### src/rtl/decoder_pkg.sv
// Shared decode/sequencing types: PC and writeback mux selects, sequencer states,
// and the width helper for the memory-ack timeout counter.
package decoder_pkg;

  typedef enum logic [0:0] {
    PC_NEXT   = 1'b0,
    PC_BRANCH = 1'b1
  } pc_mux_t;

  typedef enum logic [1:0] {
    WB_ALU  = 2'd0,
    WB_DM   = 2'd1,
    WB_CLIC = 2'd2
  } wb_data_mux_t;

  typedef enum logic [2:0] {
    BOOT  = 3'd0,
    FETCH = 3'd1,
    EXEC  = 3'd2,
    MEM   = 3'd3,
    IRQ   = 3'd4,
    FAULT = 3'd5
  } seq_state_t;

  // Holds 0..TIMEOUT_CYCLES; a disabled timeout still gets a 1-bit counter.
  function automatic int unsigned timeout_cnt_w(input int unsigned cycles);
    return (cycles > 0) ? $clog2(cycles + 1) : 1;
  endfunction

endpackage

### src/rtl/core_sequencer_if.sv
// Memory and interrupt handshakes between the core sequencer and its bus/CLIC neighbours.
// master = sequencer side, slave = memory/CLIC side.
interface core_sequencer_if;
  logic imem_req;
  logic imem_ack;
  logic dm_req;
  logic dm_we;
  logic dm_ack;
  logic clic_irq;
  logic clic_ack;

  modport master (
    output imem_req, dm_req, dm_we, clic_ack,
    input  imem_ack, dm_ack, clic_irq
  );

  modport slave (
    input  imem_req, dm_req, dm_we, clic_ack,
    output imem_ack, dm_ack, clic_irq
  );
endinterface

### src/rtl/bus_timeout.sv
// Wait-cycle counter shared by instruction fetch and data access; flags expiry when the
// final permitted cycle passes without an ack. TIMEOUT_CYCLES=0 disables it.
module bus_timeout
  import decoder_pkg::*;
#(
  parameter int unsigned TIMEOUT_CYCLES = 16
) (
  input  logic clk,
  input  logic reset_n,
  input  logic clear,
  input  logic active,
  input  logic ack,
  output logic expired
);

  localparam int unsigned CW = timeout_cnt_w(TIMEOUT_CYCLES);

  generate
    if (TIMEOUT_CYCLES == 0) begin : g_off
      logic unused_in;
      assign unused_in = ^{clk, reset_n, clear, active, ack};
      assign expired   = 1'b0;
    end else begin : g_on
      localparam logic [CW-1:0] LAST = CW'(TIMEOUT_CYCLES - 1);
      localparam logic [CW-1:0] SAT  = CW'(TIMEOUT_CYCLES);

      logic [CW-1:0] cnt;

      always_ff @(posedge clk or negedge reset_n) begin
        if (!reset_n) begin
          cnt <= '0;
        end else if (clear) begin
          cnt <= '0;
        end else if (active && !ack && (cnt != SAT)) begin
          cnt <= cnt + CW'(1);
        end
      end

      // An ack on the last permitted cycle still completes the transfer.
      assign expired = active && !ack && (cnt == LAST);
    end
  endgenerate

endmodule

### src/rtl/core_sequencer.sv
// Multi-cycle fetch/execute/memory/writeback sequencer with CLIC entry and fault trap.
// Define CORE_SEQUENCER_PERF_EN to add the instret/stall_cnt performance counters.
//
// state | meaning
// BOOT  | idle cycle after reset release
// FETCH | instruction fetch, waiting for imem_ack
// EXEC  | decode valid; retire ALU/branch ops or dispatch to MEM
// MEM   | data access, waiting for dm_ack
// IRQ   | interrupt entry: return address write and jump to vector
// FAULT | illegal instruction or bus timeout; left only by reset
module core_sequencer
  import decoder_pkg::*;
#(
  parameter int unsigned TIMEOUT_CYCLES = 16,
  parameter int unsigned CNT_W          = 32
) (
  input  logic                 clk,
  input  logic                 reset_n,
  core_sequencer_if.master     bus,
  output logic                 ir_en,
  input  logic                 dec_load,
  input  logic                 dec_store,
  input  logic                 dec_wb_en,
  input  logic                 dec_illegal,
  input  logic                 branch_taken,
  output logic                 pc_en,
  output pc_mux_t              pc_mux,
  output logic                 rf_we,
  output wb_data_mux_t         wb_mux,
  output logic                 fault
`ifdef CORE_SEQUENCER_PERF_EN
  ,
  output logic [CNT_W-1:0]     instret,
  output logic [CNT_W-1:0]     stall_cnt
`endif
);

  seq_state_t state, state_nxt;
  logic       tmo_active, tmo_ack, tmo_clear, tmo_expired;

  assign tmo_active = (state == FETCH) || (state == MEM);
  assign tmo_ack    = (state == FETCH) ? bus.imem_ack : bus.dm_ack;
  assign tmo_clear  = !tmo_active || tmo_ack;

  bus_timeout #(
    .TIMEOUT_CYCLES (TIMEOUT_CYCLES)
  ) u_bus_timeout (
    .clk     (clk),
    .reset_n (reset_n),
    .clear   (tmo_clear),
    .active  (tmo_active),
    .ack     (tmo_ack),
    .expired (tmo_expired)
  );

  always_ff @(posedge clk or negedge reset_n) begin
    if (!reset_n) begin
      state <= BOOT;
    end else begin
      state <= state_nxt;
    end
  end

  always_comb begin
    state_nxt    = state;
    bus.imem_req = 1'b0;
    bus.dm_req   = 1'b0;
    bus.dm_we    = 1'b0;
    bus.clic_ack = 1'b0;
    ir_en        = 1'b0;
    pc_en        = 1'b0;
    pc_mux       = PC_NEXT;
    rf_we        = 1'b0;
    wb_mux       = WB_ALU;
    fault        = 1'b0;

    case (state)
      BOOT: state_nxt = FETCH;

      FETCH: begin
        bus.imem_req = 1'b1;
        if (bus.imem_ack) begin
          ir_en     = 1'b1;
          state_nxt = EXEC;
        end else if (tmo_expired) begin
          state_nxt = FAULT;
        end
      end

      EXEC: begin
        if (dec_illegal) begin
          state_nxt = FAULT;
        end else if (dec_load || dec_store) begin
          state_nxt = MEM;
        end else begin
          rf_we     = dec_wb_en;
          pc_en     = 1'b1;
          pc_mux    = branch_taken ? PC_BRANCH : PC_NEXT;
          state_nxt = bus.clic_irq ? IRQ : FETCH;
        end
      end

      MEM: begin
        bus.dm_req = 1'b1;
        bus.dm_we  = dec_store;
        if (bus.dm_ack) begin
          rf_we     = dec_load;
          wb_mux    = WB_DM;
          pc_en     = 1'b1;
          state_nxt = bus.clic_irq ? IRQ : FETCH;
        end else if (tmo_expired) begin
          state_nxt = FAULT;
        end
      end

      IRQ: begin
        bus.clic_ack = 1'b1;
        rf_we        = 1'b1;
        wb_mux       = WB_CLIC;
        pc_en        = 1'b1;
        pc_mux       = PC_BRANCH;
        state_nxt    = FETCH;
      end

      FAULT: fault = 1'b1;

      default: state_nxt = FAULT;
    endcase
  end

`ifdef CORE_SEQUENCER_PERF_EN
  logic retire, stall;

  // IRQ also pulses pc_en but is not an instruction retirement.
  assign retire = pc_en && ((state == EXEC) || (state == MEM));
  assign stall  = (bus.imem_req && !bus.imem_ack) || (bus.dm_req && !bus.dm_ack);

  always_ff @(posedge clk or negedge reset_n) begin
    if (!reset_n) begin
      instret   <= '0;
      stall_cnt <= '0;
    end else begin
      if (retire) instret   <= instret + CNT_W'(1);
      if (stall)  stall_cnt <= stall_cnt + CNT_W'(1);
    end
  end
`else
  localparam int unsigned unused_cnt_w = CNT_W;
`endif

endmodule

### src/flat_wrapper.sv
// flat-port wrapper written by rule: the top's interface ports become plain ports
module core_sequencer_flat import decoder_pkg::*;
#(
  parameter int unsigned TIMEOUT_CYCLES = 16,
  parameter int unsigned CNT_W          = 32
)
  (clk, reset_n, ir_en, dec_load, dec_store, dec_wb_en, dec_illegal, branch_taken, pc_en, pc_mux, rf_we, wb_mux, fault, bus_imem_req, bus_dm_req, bus_dm_we, bus_clic_ack, bus_imem_ack, bus_dm_ack, bus_clic_irq);
  core_sequencer_if bus_i ();
  input  logic clk;
  input  logic reset_n;
  output logic ir_en;
  input  logic dec_load;
  input  logic dec_store;
  input  logic dec_wb_en;
  input  logic dec_illegal;
  input  logic branch_taken;
  output logic pc_en;
  output pc_mux_t pc_mux;
  output logic rf_we;
  output wb_data_mux_t wb_mux;
  output logic fault;
  output wire logic [$bits(bus_i.imem_req)-1:0] bus_imem_req;
  output wire logic [$bits(bus_i.dm_req)-1:0] bus_dm_req;
  output wire logic [$bits(bus_i.dm_we)-1:0] bus_dm_we;
  output wire logic [$bits(bus_i.clic_ack)-1:0] bus_clic_ack;
  input wire logic [$bits(bus_i.imem_ack)-1:0] bus_imem_ack;
  input wire logic [$bits(bus_i.dm_ack)-1:0] bus_dm_ack;
  input wire logic [$bits(bus_i.clic_irq)-1:0] bus_clic_irq;
  assign bus_imem_req = bus_i.imem_req;
  assign bus_dm_req = bus_i.dm_req;
  assign bus_dm_we = bus_i.dm_we;
  assign bus_clic_ack = bus_i.clic_ack;
  assign bus_i.imem_ack = bus_imem_ack;
  assign bus_i.dm_ack = bus_dm_ack;
  assign bus_i.clic_irq = bus_clic_irq;
  core_sequencer #(.TIMEOUT_CYCLES(TIMEOUT_CYCLES), .CNT_W(CNT_W)) u_core (.clk(clk), .reset_n(reset_n), .bus(bus_i), .ir_en(ir_en), .dec_load(dec_load), .dec_store(dec_store), .dec_wb_en(dec_wb_en), .dec_illegal(dec_illegal), .branch_taken(branch_taken), .pc_en(pc_en), .pc_mux(pc_mux), .rf_we(rf_we), .wb_mux(wb_mux), .fault(fault));
endmodule
### config.mk
export PLATFORM = sky130hd
export DESIGN_NAME = core_sequencer_flat
export DESIGN_NICKNAME = d
export VERILOG_FILES = /design/src/rtl/decoder_pkg.sv /design/src/rtl/core_sequencer_if.sv /design/src/rtl/bus_timeout.sv /design/src/rtl/core_sequencer.sv /design/src/flat_wrapper.sv
export SDC_FILE = /design/constraint.sdc
export NUM_CORES = 1
export LEC_CHECK = 0
export CAP_MARGIN = 20
export CORE_ASPECT_RATIO = 0.9
export CORE_MARGIN = 2
export CORE_UTILIZATION = 30
export DETAILED_ROUTE_END_ITERATION = 8
export PLACE_DENSITY = 0.54
export SYNTH_ARGS = -nofsm -noshare
export SYNTH_HDL_FRONTEND = slang
export SYNTH_SLANG_ARGS = --single-unit
### constraint.sdc
create_clock -name clk -period 3.65 [get_ports clk]
set_input_delay 0.73 -clock clk [delete_from_list [all_inputs] [get_ports clk]]
set_output_delay 0.73 -clock clk [all_outputs]
set_load 0.01 [all_outputs]
* Yosys cells after proc, flatten, opt, wreduce, memory -nomap -nowiden
Cells that the tools add are included.
** Word-level totals
- Register bits after elaboration :: 8
- Bits of input ports :: 10
- Logic and storage cells :: 52
** Cells by class
- $add $sub $neg :: 1
- Equality and inequality tests :: 7
- Muxes and demuxes :: 31
- Reduce and logical (&&, ||, !) cells :: 11
** Operator list (count)
- $mux W1 :: 18
- $mux W3 :: 6
- $pmux W3 S5 :: 1
- $mux W5 :: 2
- $eq A3 B2 Y1 const B :: 2
- $eq A3 B3 Y1 const B :: 2
- $pmux W1 S3 :: 2
- $add A5 B1 Y5 const B :: 1
- $eq A5 B4 Y1 const B :: 1
- $ne A5 B5 Y1 const B :: 1
- $pmux W2 S2 :: 1
- $eq A3 B1 Y1 const B :: 1
- $logic_and A1 B1 Y1 :: 3
- $logic_not A3 Y1 :: 1
- $logic_or A1 B1 Y1 :: 3
- $logic_not A1 Y1 :: 2
- $pmux W1 S2 :: 1
- $reduce_bool A2 Y1 :: 1
- $reduce_or A2 Y1 :: 1

* Logic depth before layout (Yosys ltp)
- Word-level depth :: 8
- Depth in mapped cells :: 6
- Gate-level depth less buffers :: 6

* By module
Synthesis repeated with hierarchy kept, for this count alone.
** Unflattened totals
- Cells, all modules :: 74
- Area total of the unflattened synthesis :: 649.4 um2
** By module, submodules not included
- bus_timeout :: times used 1, cells each 32, area an instance 331.6 um2, sequential area each 125.1 um2
- core_sequencer :: times used 1, cells each 42, area an instance 317.8 um2, sequential area each 75.1 um2

* Worst setup path after synthesis
No wires, ideal clock.
- Path kind :: input-to-output
- From :: in dec_store
- To :: out rf_we
- Arrival :: 1316 ps
- Data required time :: 2920 ps
- Path slack :: 1604 ps
- Stages :: 3
- Path buffers :: 0
- Cells stage by stage :: nor3_1 -> and3_4 -> a221o_1
** On the way
- Longest elaborated chain between the ends :: 4
** Ends and longest elaborated chain
- from (decl) :: RTL line flat_wrapper.sv:13 : input logic dec_store;
- $logic_or A1 B1 Y1 :: RTL line core_sequencer.sv:93 : end else if (dec_load || dec_store) begin
- $mux W1 :: RTL line core_sequencer.sv:93
- $mux W1 :: RTL line core_sequencer.sv:91 : if (dec_illegal) begin
- $pmux W1 S3 :: RTL line core_sequencer.sv:77 : case (state)
- to (decl) :: RTL line flat_wrapper.sv:19 : output logic rf_we;
No other way between the ends.

* Worst setup path after layout
Same ends and word-level chain as after synthesis.

==> metrics.md <==
| Metric | Value |
|---|---|
| Class of the tightest hold or removal check | `register to register` |
| Final worst path period share | `83.3%` |
| CTS tree | `done` |
| Total number of vias | `539` |
| Routed len/inst | `11.8 um` |
| N_diodes | `0` |
| Max-slew violation count | `0` |
| Inserted Clock Buffers | `3` |
| Die Footprint | `0.00237 sq mm` |
| Netlist Area Pre-Place | `598 sq um` |
| Synth cell types | `36` |
| Cell depth of the worst setup path | `5` |
| Detailed Routing Iterations Pass 1 | `4` |
| Post-synthesis cell type with the largest combined area | `sky130_fd_sc_hd__dfrtp_1` |
| Post-cts gate resize count | `0` |
| Worst rel slew slack | `70.3%` |
| Hold Violations, Final | `0` |
| Slew at the pin closest to its max-slew limit | `445 ps` |
| Clock Path Buffers | `2` |
| Insertion delay to the later sink of the worst-skew pair | `240 ps` |
| Total number of yosys warnings | `0` |
| Total power density per cell area | `582 mW/mm^2` |
| Stage delay of the slowest cell on the critical path | `530 ps` |
| Number of cells on the worst hold path | `2` |
| Vertical die dimension | `46.4 um` |
| Hold buffers post-CTS | `0` |
| Async set or reset register ratio after synthesis | `100%` |
| Number of flip-flops and latches in the synthesized netlist | `8` |
| Synthesis-to-finish area growth | `38.5%` |
| Top cells by count, synth | `8 x sky130_fd_sc_hd__dfrtp_1, 7 x sky130_fd_sc_hd__nor2_1, 4 x sky130_fd_sc_hd__inv_1, 4 x sky130_fd_sc_hd__nand3_1` |
| Via count of the first global-routing pass | `504` |
| Post-layout min period | `3040 ps` |
| Origin of the critical flop-to-flop path | `u_core.u_bus_timeout.g_on.cnt[0]$_DFFE_PN0P_` |
| Number of cells produced by synthesis | `65` |
| Worst-case clock skew | `2.22 ps` |
| Maximum fanout along the worst path | `3` |
| Total Neg Setup Slack | `0 ps` |
| Die Span X | `51.1 um` |
| First DRT Iteration DRCs | `4` |
| Proportion of layout cells with a drive suffix above 1 | `12.9%` |
| Largest vdd supply drop | `0.297 mV` |
| Weighted congestion at the end of routability-driven global placement | `0.711` |
| Design Area, Final | `828 sq um` |
| Top cell family by delay on the critical path | `buffers and inverters` |
| Boundary Pins | `21` |
| Length in cells of the worst reg-to-reg path | `6` |
| Outcome | `complete, no violations` |
| Average vias per placed instance | `4.90` |
| # rows | `15` |
| Final ANT Viol Nets | `0` |
| CTS clock-pin slew for the worst setup and hold paths | `50 ps` |
| Total chip power | `0.482 mW` |
| Leakage power of the design | `0.342 nW` |
| Req. time, crit path | `2920 ps` |
| Final number of setup-violating endpoints | `0` |
| Number of nets in the layout | `100` |
| Setup repair after global routing missed its margin | `false` |
| Buffers added on ports | `20` |
| Gr ovfl total | `0` |
| Cell with the most instances after synthesis | `sky130_fd_sc_hd__dfrtp_1` |
| First-pass GRT wire length | `2190 um` |
| Signal arrival time at the worst endpoint | `2310 ps` |
| Most frequent cell on the critical path | `sky130_fd_sc_hd__clkdlybuf4s50_1` |
| Clock net sink count | `8` |
| Synth Area per Inst | `9.20 sq um` |
| Antenna violations before repair | `0` |
| Net count after synthesis | `78` |
| Leading register cell type out of synthesis | `sky130_fd_sc_hd__dfrtp_1` |
| Crit path launch | `dec_store` |
| Cell breakdown of the critical path | `clkdlybuf4s50_1 > nor3_1 > and3_4 > a221o_1 > clkdlybuf4s50_1` |
| Biggest area contributors in the synthesized netlist | `sky130_fd_sc_hd__dfrtp_1 33%, sky130_fd_sc_hd__ha_1 6.3%, sky130_fd_sc_hd__nor2_1 4.4%` |
| Max Freq | `0.329 GHz` |
| DRC | `0` |
| Area share of the largest cell type after synthesis | `33.5%` |
| Pin count of the biggest net entering global routing | `17` |
| Count of flip-flops with a built-in enable after synthesis | `0` |
| Setup crit end kind | `output pin` |
| Cell with the largest stage delay on the worst path | `sky130_fd_sc_hd__clkdlybuf4s50_1` |
| Number of buffers added for setup after CTS | `0` |
| Type of the worst setup path | `primary input to output pin` |
| Final wirelength | `1290 um` |
| Initial standard-cell utilization of the core | `31.6%` |
| Number of max-cap violations | `0` |
| Sequential-to-total area share from yosys stat | `33.5%` |
| Startpoint kind of the worst setup timing path | `primary input` |
| Overall global routing resource usage | `12.3%` |
| Clock Tree Root | `sky130_fd_sc_hd__clkbuf_4` |
| Hold path start | `u_core.u_bus_timeout.g_on.cnt[1]$_DFFE_PN0P_` |
| Core ar. | `0.00190 sq mm` |
| Number of buffer and inverter instances along the worst setup path | `2` |
| Detailed-placement wirelength estimate | `1080 um` |
| Fillers | `184` |
| H-Tree Level Count | `1` |
| Placed cell areas | `806 sq um` |
[path summary, 6_finish.rpt]
check | endpoint | slack (ps)
worst max-delay path | rf_we | 610
min in group asynchronous | u_core.u_bus_timeout.g_on.cnt[2]$_DFFE_PN0P_ | 760
worst max register to register | u_core.state[1]$_DFFE_PN0N_ | 1890
max in group asynchronous | u_core.u_bus_timeout.g_on.cnt[4]$_DFFE_PN0P_ | 2630
worst min register to register | u_core.u_bus_timeout.g_on.cnt[1]$_DFFE_PN0P_ | 590
worst min-delay path | u_core.u_bus_timeout.g_on.cnt[1]$_DFFE_PN0P_ | 590
[metrics by stage]
stage	worst slack, ps	utilization [%]	hold WS, ps	cells
after detailed placement	582	42.5	595	107
after global routing	506	43.7	616	110
final	610	43.7	590	110
after floorplan	1600	-	434	65
after CTS	579	43.7	602	110
after global placement	618	42.5	574	107
[power breakdown]
group / internal, mW / total (mW) / switching [mW]
logic: 0.151 / 0.256 / 0.105
registers: 0.112 / 0.165 / 0.0531
clock network: 0.0372 / 0.0608 / 0.0237
[layout make-up]
type / count / area, sq um / share of cell area [%]
flip-flops and latches: 8 / 200 / 24.2
repair buffers: 20 / 200 / 24.2
well taps: 25 / 31.3 / 3.78
inverters: 4 / 15.0 / 1.81
multi-input cells: 50 / 359 / 43.4
clock buffers: 3 / 22.5 / 2.72
[flip-flops by register name, summed over array words and instances (netlist names)]
register                       flops
u_core.u_bus_timeout.g_on.cnt      5
u_core.state                       3
[cells by family after synthesis]
kind of cell | synth area share, %
multiplexers | 1.67
XOR/XNOR | 4.39
buffers and inverters | 6.48
AND/OR/NAND/NOR | 33.9
adder cells (fa/ha/maj) | 6.28
AO/OA/AOI/OAI | 13.8
flip-flops | 33.5
[layout by cell type (no fill, tap or decap), types with 2 or more instances in the layout]
master / count
sky130_fd_sc_hd__clkdlybuf4s50_1: 20
sky130_fd_sc_hd__dfrtp_1: 8
sky130_fd_sc_hd__nor2_1: 7
sky130_fd_sc_hd__inv_1: 4
sky130_fd_sc_hd__nand3_1: 4
sky130_fd_sc_hd__nor3_1: 3
sky130_fd_sc_hd__a21oi_1: 3
sky130_fd_sc_hd__ha_1: 3
sky130_fd_sc_hd__clkbuf_4: 3
sky130_fd_sc_hd__and3_1: 2
sky130_fd_sc_hd__nand2_1: 2
sky130_fd_sc_hd__nand2b_1: 2
sky130_fd_sc_hd__xnor2_1: 2
[metal layers]
metal	wire length [um]	track usage (%)	up-vias
li1	-	-	278
met1	687	18.2	254
met2	562	18.4	7
met3	42	2.27	0
met4	0	3.24	0
met5	0	0	-
[tightest hold or removal path: cells and delay by family (launching register included)]
kind / cells / cell delay [ps]
flip-flops: 1 / 380
multiplexers: 1 / 90
AND/OR/NAND/NOR: 1 / 80
Note: power is estimated with default switching activity, not from simulation.
